$ cat config.mk
export PLATFORM = sky130hd
export DESIGN_NAME = rf_wb_select
export DESIGN_NICKNAME = d
export VERILOG_FILES = /design/src/rtl/rf_wb_pkg.sv /design/src/rtl/wb_io_fifo.sv /design/src/rtl/rf_wb_select.sv
export SDC_FILE = /design/constraint.sdc
export NUM_CORES = 1
export LEC_CHECK = 0
export BUFFER_PORTS_ARGS = -buffer_cell sky130_fd_sc_hd__buf_2
export CORE_ASPECT_RATIO = 0.7
export CORE_MARGIN = 2
export CORE_UTILIZATION = 42
export CTS_CLUSTER_DIAMETER = 200
export CTS_CLUSTER_SIZE = 14
export DETAILED_ROUTE_END_ITERATION = 8
export GPL_TIMING_DRIVEN = 0
export HOLD_SLACK_MARGIN = 0.06
export PLACE_DENSITY = 0.73
export SLEW_MARGIN = 20
export SYNTH_ARGS = -nofsm -noshare
export SYNTH_HDL_FRONTEND = slang
export SYNTH_HIERARCHICAL = 1
export SYNTH_SLANG_ARGS = --single-unit
$ cat constraint.sdc
create_clock -name clk_i -period 3.6 [get_ports clk_i]
set_input_delay 0.9 -clock clk_i [delete_from_list [all_inputs] [get_ports clk_i]]
set_output_delay 0.9 -clock clk_i [all_outputs]
set_load 0.005 [all_outputs]
$ cat src/rtl/rf_wb_pkg.sv
// Shared types for the register-file writeback select stage.
package rf_wb_pkg;

  typedef enum logic [0:0] {
    WB_IDLE,
    WB_WAIT_IO
  } wb_state_t;

  localparam int unsigned IO_SRC = 0;

endpackage

$ cat src/rtl/wb_io_fifo.sv
// Small synchronous FIFO buffering I/O input words for writeback source 0.
module wb_io_fifo #(
  parameter int unsigned DATA_W   = 32,
  parameter int unsigned IO_DEPTH = 4
) (
  input  logic              clk_i,
  input  logic              rst_i,
  input  logic              push_i,
  input  logic [DATA_W-1:0] data_i,
  input  logic              pop_i,
  output logic              full_o,
  output logic              empty_o,
  output logic [DATA_W-1:0] head_o
);

  localparam int unsigned PtrW = $clog2(IO_DEPTH);
  localparam int unsigned CntW = $clog2(IO_DEPTH + 1);

  logic [DATA_W-1:0] mem_q [IO_DEPTH];
  logic [PtrW-1:0]   wr_ptr_q, rd_ptr_q;
  logic [CntW-1:0]   count_q;
  logic              do_push, do_pop;

  assign full_o  = (count_q == CntW'(IO_DEPTH));
  assign empty_o = (count_q == '0);
  assign head_o  = mem_q[rd_ptr_q];

  // Full blocks a push even when a pop happens in the same cycle.
  assign do_push = push_i & ~full_o;
  assign do_pop  = pop_i & ~empty_o;

  always_ff @(posedge clk_i) begin
    if (do_push) begin
      mem_q[wr_ptr_q] <= data_i;
    end
  end

  always_ff @(posedge clk_i) begin
    if (rst_i) begin
      wr_ptr_q <= '0;
      rd_ptr_q <= '0;
      count_q  <= '0;
    end else begin
      if (do_push) begin
        wr_ptr_q <= wr_ptr_q + PtrW'(1);
      end
      if (do_pop) begin
        rd_ptr_q <= rd_ptr_q + PtrW'(1);
      end
      if (do_push && !do_pop) begin
        count_q <= count_q + CntW'(1);
      end else if (do_pop && !do_push) begin
        count_q <= count_q - CntW'(1);
      end
    end
  end

endmodule

$ cat src/rtl/rf_wb_select.sv
// Writeback source select with I/O FIFO, I/O stall handling and a registered RF write port.
module rf_wb_select
  import rf_wb_pkg::*;
#(
  parameter int unsigned DATA_W   = 32,
  parameter int unsigned NSRC     = 4,
  parameter int unsigned IO_DEPTH = 4,
  parameter int unsigned ADDR_W   = 5,
  parameter int unsigned SEL_W    = $clog2(NSRC)
) (
  input  logic                   clk_i,
  input  logic                   rst_i,
  input  logic [NSRC*DATA_W-1:0] src_data_i,
  input  logic                   wb_en_i,
  input  logic [SEL_W-1:0]       wb_sel_i,
  input  logic [ADDR_W-1:0]      wb_rd_i,
  input  logic [DATA_W-1:0]      io_data_i,
  input  logic                   io_valid_i,
  output logic                   io_ready_o,
  output logic                   stall_o,
  output logic                   rf_we_o,
  output logic [ADDR_W-1:0]      rf_waddr_o,
  output logic [DATA_W-1:0]      rf_wdata_o,
  output logic                   sel_err_o
);

  wb_state_t         state_q, state_d;
  logic [ADDR_W-1:0] rd_q, rd_d;
  logic              we_q, we_d;
  logic [ADDR_W-1:0] waddr_q, waddr_d;
  logic [DATA_W-1:0] wdata_q, wdata_d;
  logic              err_q, err_d;

  logic              fifo_full, fifo_empty, fifo_pop, fifo_push;
  logic [DATA_W-1:0] fifo_head;
  logic [DATA_W-1:0] sel_data;
  logic              stall;

  assign io_ready_o = ~fifo_full & ~rst_i;
  assign fifo_push  = io_valid_i & io_ready_o;

  wb_io_fifo #(
    .DATA_W  (DATA_W),
    .IO_DEPTH(IO_DEPTH)
  ) u_fifo (
    .clk_i  (clk_i),
    .rst_i  (rst_i),
    .push_i (fifo_push),
    .data_i (io_data_i),
    .pop_i  (fifo_pop),
    .full_o (fifo_full),
    .empty_o(fifo_empty),
    .head_o (fifo_head)
  );

  always_comb begin
    sel_data = '0;
    for (int i = 0; i < NSRC; i++) begin
      if (wb_sel_i == SEL_W'(i)) begin
        sel_data = src_data_i[i*DATA_W +: DATA_W];
      end
    end
  end

  always_comb begin
    state_d  = state_q;
    rd_d     = rd_q;
    we_d     = 1'b0;
    waddr_d  = waddr_q;
    wdata_d  = wdata_q;
    err_d    = 1'b0;
    fifo_pop = 1'b0;
    stall    = 1'b0;
    unique case (state_q)
      WB_IDLE: begin
        if (wb_en_i) begin
          if (32'(wb_sel_i) >= NSRC) begin
            err_d = 1'b1;
          end else if (32'(wb_sel_i) == IO_SRC) begin
            if (!fifo_empty) begin
              fifo_pop = 1'b1;
              we_d     = (wb_rd_i != '0);
              waddr_d  = wb_rd_i;
              wdata_d  = fifo_head;
            end else begin
              rd_d    = wb_rd_i;
              stall   = 1'b1;
              state_d = WB_WAIT_IO;
            end
          end else begin
            we_d    = (wb_rd_i != '0);
            waddr_d = wb_rd_i;
            wdata_d = sel_data;
          end
        end
      end
      WB_WAIT_IO: begin
        stall = 1'b1;
        if (!fifo_empty) begin
          fifo_pop = 1'b1;
          we_d     = (rd_q != '0);
          waddr_d  = rd_q;
          wdata_d  = fifo_head;
          state_d  = WB_IDLE;
        end
      end
      default: state_d = WB_IDLE;
    endcase
  end

  always_ff @(posedge clk_i) begin
    if (rst_i) begin
      state_q <= WB_IDLE;
      rd_q    <= '0;
      we_q    <= 1'b0;
      waddr_q <= '0;
      wdata_q <= '0;
      err_q   <= 1'b0;
    end else begin
      state_q <= state_d;
      rd_q    <= rd_d;
      we_q    <= we_d;
      waddr_q <= waddr_d;
      wdata_q <= wdata_d;
      err_q   <= err_d;
    end
  end

  assign stall_o    = stall & ~rst_i;
  assign rf_we_o    = we_q;
  assign rf_waddr_o = waddr_q;
  assign rf_wdata_o = wdata_q;
  assign sel_err_o  = err_q;

endmodule

Yosys cells after proc, flatten, opt, wreduce, memory -nomap -nowiden
Memory sizes are Yosys's and may differ from the RTL's. A register that Yosys moved wholly into a read port is not among the register bits.
Index checks and enable logic that the tools add are counted.
{"block": "word_totals", "register_bits": 51, "mem_bits_rw": 128, "in_bits": 171, "output_inout_bits": 41, "wordCells": 72, "memories": 1}
{"block": "op_classes", "add_sub_neg": 4, "n_eq_ne": 7, "mux": 32, "bitwise": 9, "n_reduce_logical": 11}
{"memory": "u_fifo.mem_q", "words": 4, "width": 32, "read_ports": 1, "rd_ports_with_merged_regs": 1, "write_ports": 1, "line": "wb_io_fifo.sv:19", "rtl": "logic [DATA_W-1:0] mem_q [IO_DEPTH];"}
{"operator": "2-to-1 mux 32 bit", "n": 6}
{"operator": "case mux 32 bit (2 select lines)", "n": 1}
{"operator": "2-to-1 mux 5 bit", "n": 4}
{"operator": "2-to-1 mux 1 bit", "n": 12}
{"operator": "case mux 5 bit (2 select lines)", "n": 1}
{"operator": "nonzero test 5 bit", "n": 2}
{"operator": "case mux 1 bit (2 select lines)", "n": 4}
{"operator": "2-to-1 mux 3 bit", "n": 2}
{"operator": "AND 1 bit", "n": 5}
{"operator": "adder 2 x 1 -> 2 bit, second input constant", "n": 2}
{"operator": "equality test 2 bit, second input constant", "n": 2}
{"operator": "2-to-1 mux 2 bit", "n": 2}
{"operator": "!= test 2 bit, second input constant", "n": 2}
{"operator": "NOT 1 bit", "n": 4}
{"operator": "AND reduction 4 bit", "n": 1}
{"operator": "adder 3 x 1 -> 3 bit, second input constant", "n": 1}
{"operator": "equality test 3 bit, second input constant", "n": 1}
{"operator": "logical NOT 3 bit", "n": 1}
{"operator": "!= test 3 bit, second input constant", "n": 1}
{"operator": "AND reduction 3 bit", "n": 1}
{"operator": "subtractor 3 x 1 -> 3 bit, second input constant", "n": 1}
{"operator": "equality test 2 x 1 -> 1 bit, second input constant", "n": 1}
{"operator": "logical AND 1 bit", "n": 2}
{"operator": "logical NOT 1 bit", "n": 2}
{"operator": "other kinds (2)", "n": 2}

Logic depth before layout (Yosys ltp)
{"block": "logic_depth", "word_depth": 9, "ltp_mapped": 13, "ltp_nobuf": 11}

Cells and area by module
Netlist, hierarchy kept.
{"mod": "wb_io_fifo", "n_inst": 1, "cells_each": 215, "area_each_um2": 5132.4, "seq_area_each_um2": 4023.9}
{"mod": "rf_wb_select", "n_inst": 1, "cells_each": 317, "area_each_um2": 2841.5, "seq_area_each_um2": 880.8}

Worst setup path before layout
No wires, ideal clock.
{"block": "synth_timing", "path_type": "input to register", "from": "input port rst_i", "to": "register u_fifo.count_q[2]", "setup_ns": 0.070, "t_arrival_ns": 2.843, "t_required_ns": 3.530, "path_slack_ns": 0.687, "path_stages": 11, "path_buffers": 1, "cell_sequence": "clkbuf_1 -> nor2_1 -> and2_1 -> inv_1 -> nor2_1 -> ha_1 -> inv_1 -> fa_1 -> xor2_1 -> or3_1 -> a21oi_1"}
{"block": "synth_between", "elab_chain_len": 7, "word_cells_on_any_way": 9, "classes_between": "mux: 1; bitwise: 4; reduce/logical: 4"}
{"element": "start: declaration", "line": "rf_wb_select.sv:12", "rtl": "input logic rst_i,"}
{"element": "NOT 1 bit (*)", "line": "rf_wb_select.sv:39", "rtl": "assign io_ready_o = ~fifo_full & ~rst_i;"}
{"element": "AND 1 bit (*)", "line": "rf_wb_select.sv:39"}
{"element": "via io_ready_o", "line": "rf_wb_select.sv:19", "rtl": "output logic io_ready_o,"}
{"element": "AND 1 bit (*)", "line": "rf_wb_select.sv:40", "rtl": "assign fifo_push = io_valid_i & io_ready_o;"}
{"element": "via fifo_push", "line": "rf_wb_select.sv:34", "rtl": "logic fifo_full, fifo_empty, fifo_pop, fifo_push;"}
{"element": "AND 1 bit (*)", "line": "wb_io_fifo.sv:29", "rtl": "assign do_push = push_i & ~full_o;"}
{"element": "via u_fifo.do_push", "line": "wb_io_fifo.sv:22", "rtl": "logic do_push, do_pop;"}
{"element": "logical NOT 1 bit", "line": "wb_io_fifo.sv:52", "rtl": "end else if (do_pop && !do_push) begin"}
{"element": "logical AND 1 bit", "line": "wb_io_fifo.sv:52"}
{"element": "nonzero test 2 bit (no source line)"}
{"element": "end signal: assignment", "line": "wb_io_fifo.sv:51", "rtl": "count_q <= count_q + CntW'(1);"}
{"element": "end signal: assignment", "line": "wb_io_fifo.sv:53", "rtl": "count_q <= count_q - CntW'(1);"}
{"element": "end: declaration", "line": "wb_io_fifo.sv:21", "rtl": "logic [CntW-1:0] count_q;"}
The timed path passes the listed nets; every way through them passes the cells marked *.
A chain may end at the register's enable or synchronous reset.

Final worst setup path
{"block": "layout_timing", "from": "register u_fifo.count_q[1]", "to": "register u_fifo.count_q[2]"}
{"block": "layout_between", "elab_chain_len": 9, "word_cells_on_any_way": 21, "classes_between": "add/sub: 2; eq/ne: 1; mux: 6; bitwise: 6; reduce/logical: 6"}
{"element": "logical NOT 3 bit (*)", "line": "wb_io_fifo.sv:25", "rtl": "assign empty_o = (count_q == '0);"}
{"element": "via fifo_empty", "line": "rf_wb_select.sv:34"}
{"element": "2-to-1 mux 1 bit (*)", "line": "rf_wb_select.sv:80, rf_wb_select.sv:99"}
{"element": "2-to-1 mux 1 bit", "line": "rf_wb_select.sv:79", "rtl": "end else if (32'(wb_sel_i) == IO_SRC) begin"}
{"element": "2-to-1 mux 1 bit", "line": "rf_wb_select.sv:76", "rtl": "if (wb_en_i) begin"}
{"element": "case mux 1 bit (2 select lines) (*)", "line": "rf_wb_select.sv:74", "rtl": "unique case (state_q)"}
{"element": "via fifo_pop", "line": "rf_wb_select.sv:34"}
{"element": "AND 1 bit (*)", "line": "wb_io_fifo.sv:30", "rtl": "assign do_pop = pop_i & ~empty_o;"}
{"element": "logical NOT 1 bit", "line": "wb_io_fifo.sv:50", "rtl": "if (do_push && !do_pop) begin"}
{"element": "logical AND 1 bit", "line": "wb_io_fifo.sv:50"}
{"element": "2-to-1 mux 3 bit or nonzero test 2 bit (tied branches)"}
The timed path passes the listed nets; every way through them passes the cells marked *. The select of a mux whose other input is x is not followed.

==> metrics.md <==
| Metric | Value |
|---|---|
| Total Wirelength | `between 15 and 20 mm` |
| Largest net degree at the start of global routing | `26` |
| Global-route wire length before repair | `30.4 mm` |
| Status | `complete, no violations` |
| PD cells | `~510 mW/mm^2` |
| Layout cells sized above 1 | `0.400` |
| Largest cells by area after synthesis | `edfxtp_1, dfxtp_1, mux4_2, o221a_1, a21o_1` |
| RSZ-0062 raised after global routing | `false` |
| Simple-gate share of the synthesized area | `0.0430` |
| Worst slew pin tran | `659 ps` |
| Worst Path Max Fanout | `10` |
| Clock root cell | `clkbuf_16` |
| Die Height | `around 120 um` |
| CTS tree | `yes` |
| CP Launch Type | `flip-flop` |
| Largest delay share family, worst path | `simple AND/OR/NAND/NOR gates` |
| Stages on the worst setup path | `12` |
| Hold Crit Depth | `2` |
| Final hold violation count | `0` |
| Post-synth top area share | `0.482` |
| RR Startpoint | `u_fifo/count_q[1]` |
| Antenna violations before repair | `0` |
| Boundary pin count | `212` |
| Vias per inst | `5.35` |
| Diode count | `0` |
| Peak VDD IR | `283 uV` |
| Drt wl/cell | `19.7 um` |
| Rows | `42` |
| # nets final | `909` |
| I/O Buffers | `approximately 180` |
| Mux share of post-synthesis cell area | `0.152` |
| CTS Hold Bufs | `0` |
| Final setup fails | `0` |
| Worst setup EP type | `flip-flop` |
| Die area | `0.0201 sq mm` |
| Compound-gate portion of the synthesized area | `0.119` |
| Post-synthesis sequential area ratio | `0.615` |
| Ys flop type | `edfxtp_1` |
| Slew Limit Fails | `0` |
| Final Cycle Share | `0.875` |
| CP dominant cell by count | `inv_1` |
| CTS Buffer Depth | `2` |
| Post-CTS setup buffers | `0` |
| Async S/R FF share, synth | `0` |
| Mapped Cells | `532` |
| CP max-delay cell | `nor3_2` |
| Reg2reg setup slack | `450 ps` |
| Number of synthesized flops with an enable pin | `128` |
| GRT Overall Usage | `0.202` |
| FMAX | `317 MHz` |
| Htree depth | `4` |
| DRT iter0 DRCs | `371` |
| Worst R2R Path Depth | `12` |
| Hpwl dp | `13.8 mm` |
| Largest family of logic cells by synthesized area | `multiplexers` |
| Power, Total | `4.95 mW` |
| Cell variety after synth | `43` |
| Max Cap Viol | `0` |
| Initial Utilization | `0.425` |
| CTS clk-pin slew, worst paths | `60 ps` |
| Gr ovfl total | `0` |
| Synthesis-to-layout area growth | `22.8%` |
| Post-synthesis xor/xnor area fraction | `0.00439` |
| FILL cells | `1,578` |
| HP Class | `flip-flop to flip-flop` |
| Drt first pass iters | `4` |
| Core area | `0.0188 sq mm` |
| Min Tclk post-route | `approximately 3100 ps` |
| CTS Sinks | `181` |
| DRC | `0` |
| Mapped cell area | `0.00797 sq mm` |
| Post-Route Setup TNS | `0 ps` |
| CP peak stage delay | `560 ps` |
| Vias in the first global route | `between 5k and 6k` |
| Skew-Pair Late Insertion Delay | `430 ps` |
| Worst Setup SP | `u_fifo/count_q[1]` |
| Avg Cell Area, Syn | `15.0 sq um` |
| Area share of fa/ha/maj cells after synthesis | `0.0104` |
| Vias | `about 5.3k` |
| ANT nets after route | `0` |
| Hold_sp | `rd_q[3]` |
| Crit path required time | `3940 ps` |
| Die width | `169 um` |
| Total CTS buffers | `17` |
| Crit path buf inv count | `4` |
| Mapped Nets | `709` |
| Kind of critical path | `flip-flop to flip-flop` |
| GPL Wtd Cong | `0.756` |
| Max-slew headroom at the worst pin | `0.561` |
| Synth area leader | `edfxtp_1` |
| Worst Clk Skew | `approximately 6.9 ps` |
| Leakage | `3.86 nW` |
| Worst-path cell chain | `nor3_2 > or2_1 > buf_2 > buf_6 > inv_1 > o31ai_2 > ha_1 > inv_1 > fa_1 > xor2_1 > or3_1 > a21oi_1` |
| Synth Register Bits | `181` |
| CP Data Arrival Time | `3480 ps` |
| Synth warnings | `6` |
==> worst paths after layout <==
kind | end
worst max register to register | u_fifo/count_q[2]
worst min-delay path | rd_q[3]
worst min register to register | rd_q[3]
worst max-delay path | u_fifo/count_q[2]
==> cell type report <==
class / instances / area (sq um) / area share
buffer: 42 / 310 / 0.0317
clock buffer: 20 / 437 / 0.0446
clock inverter: 12 / 83.8 / 0.00856
inverter: 36 / 135 / 0.0138
multi-input combinational: 273 / 2630 / 0.269
sequential: 181 / 4900 / 0.501
tap: 242 / 303 / 0.0309
timing repair buffer: 181 / 988 / 0.101
==> routing by layer <==
layer / global-route usage / part of all wire
met5: 0 / 0
met1: 0.283 / 0.47
met4: 0.0480 / 0.0081
met2: 0.316 / 0.45
met3: 0.0538 / 0.069
==> Yosys cell counts, types with 10 or more instances <==
master      n
mux2_2     16
a31oi_1    32
a21o_1     31
nor2_1     19
mux4_2     30
o221a_1    31
buf_2      11
edfxtp_1  128
mux2i_1    12
clkbuf_1   10
mux2_1     16
dfxtp_1    53
buf_6      10
nand2_1    32
inv_1      36
==> tightest hold or removal path, delay by kind of cell, from the launching register on <==
family	cells	cell delay, ps
DFF	1	340
muxes	1	70
and+or+nand+nor	1	70
==> report_power, final <==
part	leakage, nW	internal (mW)	switching, mW
Combinational	2.02	0.396	0.423
Sequential	1.60	2.38	0.0801
Clock	0.244	0.883	0.790
Total	3.86	3.66	1.29
==> registers in the layout, summed over array words and instances, names as in the netlist, named ones only <==
name and count:
u_fifo/wr_ptr_q 2, rf_waddr_o 5, rf_wdata_o 32, rf_we_o 1, rd_q 5, u_fifo/mem_q 128, u_fifo/rd_ptr_q 2, u_fifo/count_q 3
state_q 1
==> layout by cell type, fill, tap and decap left out, drive strengths merged, types with 3 or more instances in the layout <==
| master | synthesis | routed |
|---|---|---|
| buf | 32 | 213 |
| edfxtp | 128 | 128 |
| dfxtp | 53 | 53 |
| inv | 36 | 38 |
| a31oi | 32 | 32 |
| nand2 | 32 | 32 |
| mux4 | 32 | 32 |
| mux2 | 32 | 32 |
| a21o | 31 | 31 |
| o221a | 31 | 31 |
| clkbuf | 10 | 30 |
| nor2 | 20 | 20 |
| mux2i | 12 | 12 |
| a21oi | 6 | 6 |
| clkinv | 0 | 6 |
| a211oi | 5 | 5 |
| ha | 5 | 5 |
| and2 | 5 | 5 |
| o21ai | 4 | 4 |
| clkinvlp | 0 | 4 |
| xor2 | 4 | 4 |
| nor2b | 3 | 3 |
| nor3 | 3 | 3 |
==> metrics by stage <==
step	cells	area (sq um)	utilization	worst slack [ps]	hold slack, ps
after floorplan	532	7970	-	687	474
after global placement	951	9160	0.488	-267	493
after detailed placement	955	9270	0.494	200	500
after CTS	987	9790	0.522	200	521
after global routing	987	9800	0.522	287	538
final	987	9800	0.522	450	520
==> timing repair <==
item                                   CTS  global route
endpoints found under the hold margin    0             0
gates resized for setup                  0             1
setup endpoints to repair                0             1
==> cell families (layout without fill, tap and decap cells) <==
logic type,Yosys count,after routing
simple gates,72,72
fa+ha+maj,6,6
compound gates,114,114
other cells,1,1
mux,76,76
xor+xnor,4,4
buf+inv,78,291
flops,181,181
No activity file was read; power rests on OpenSTA's default activity.
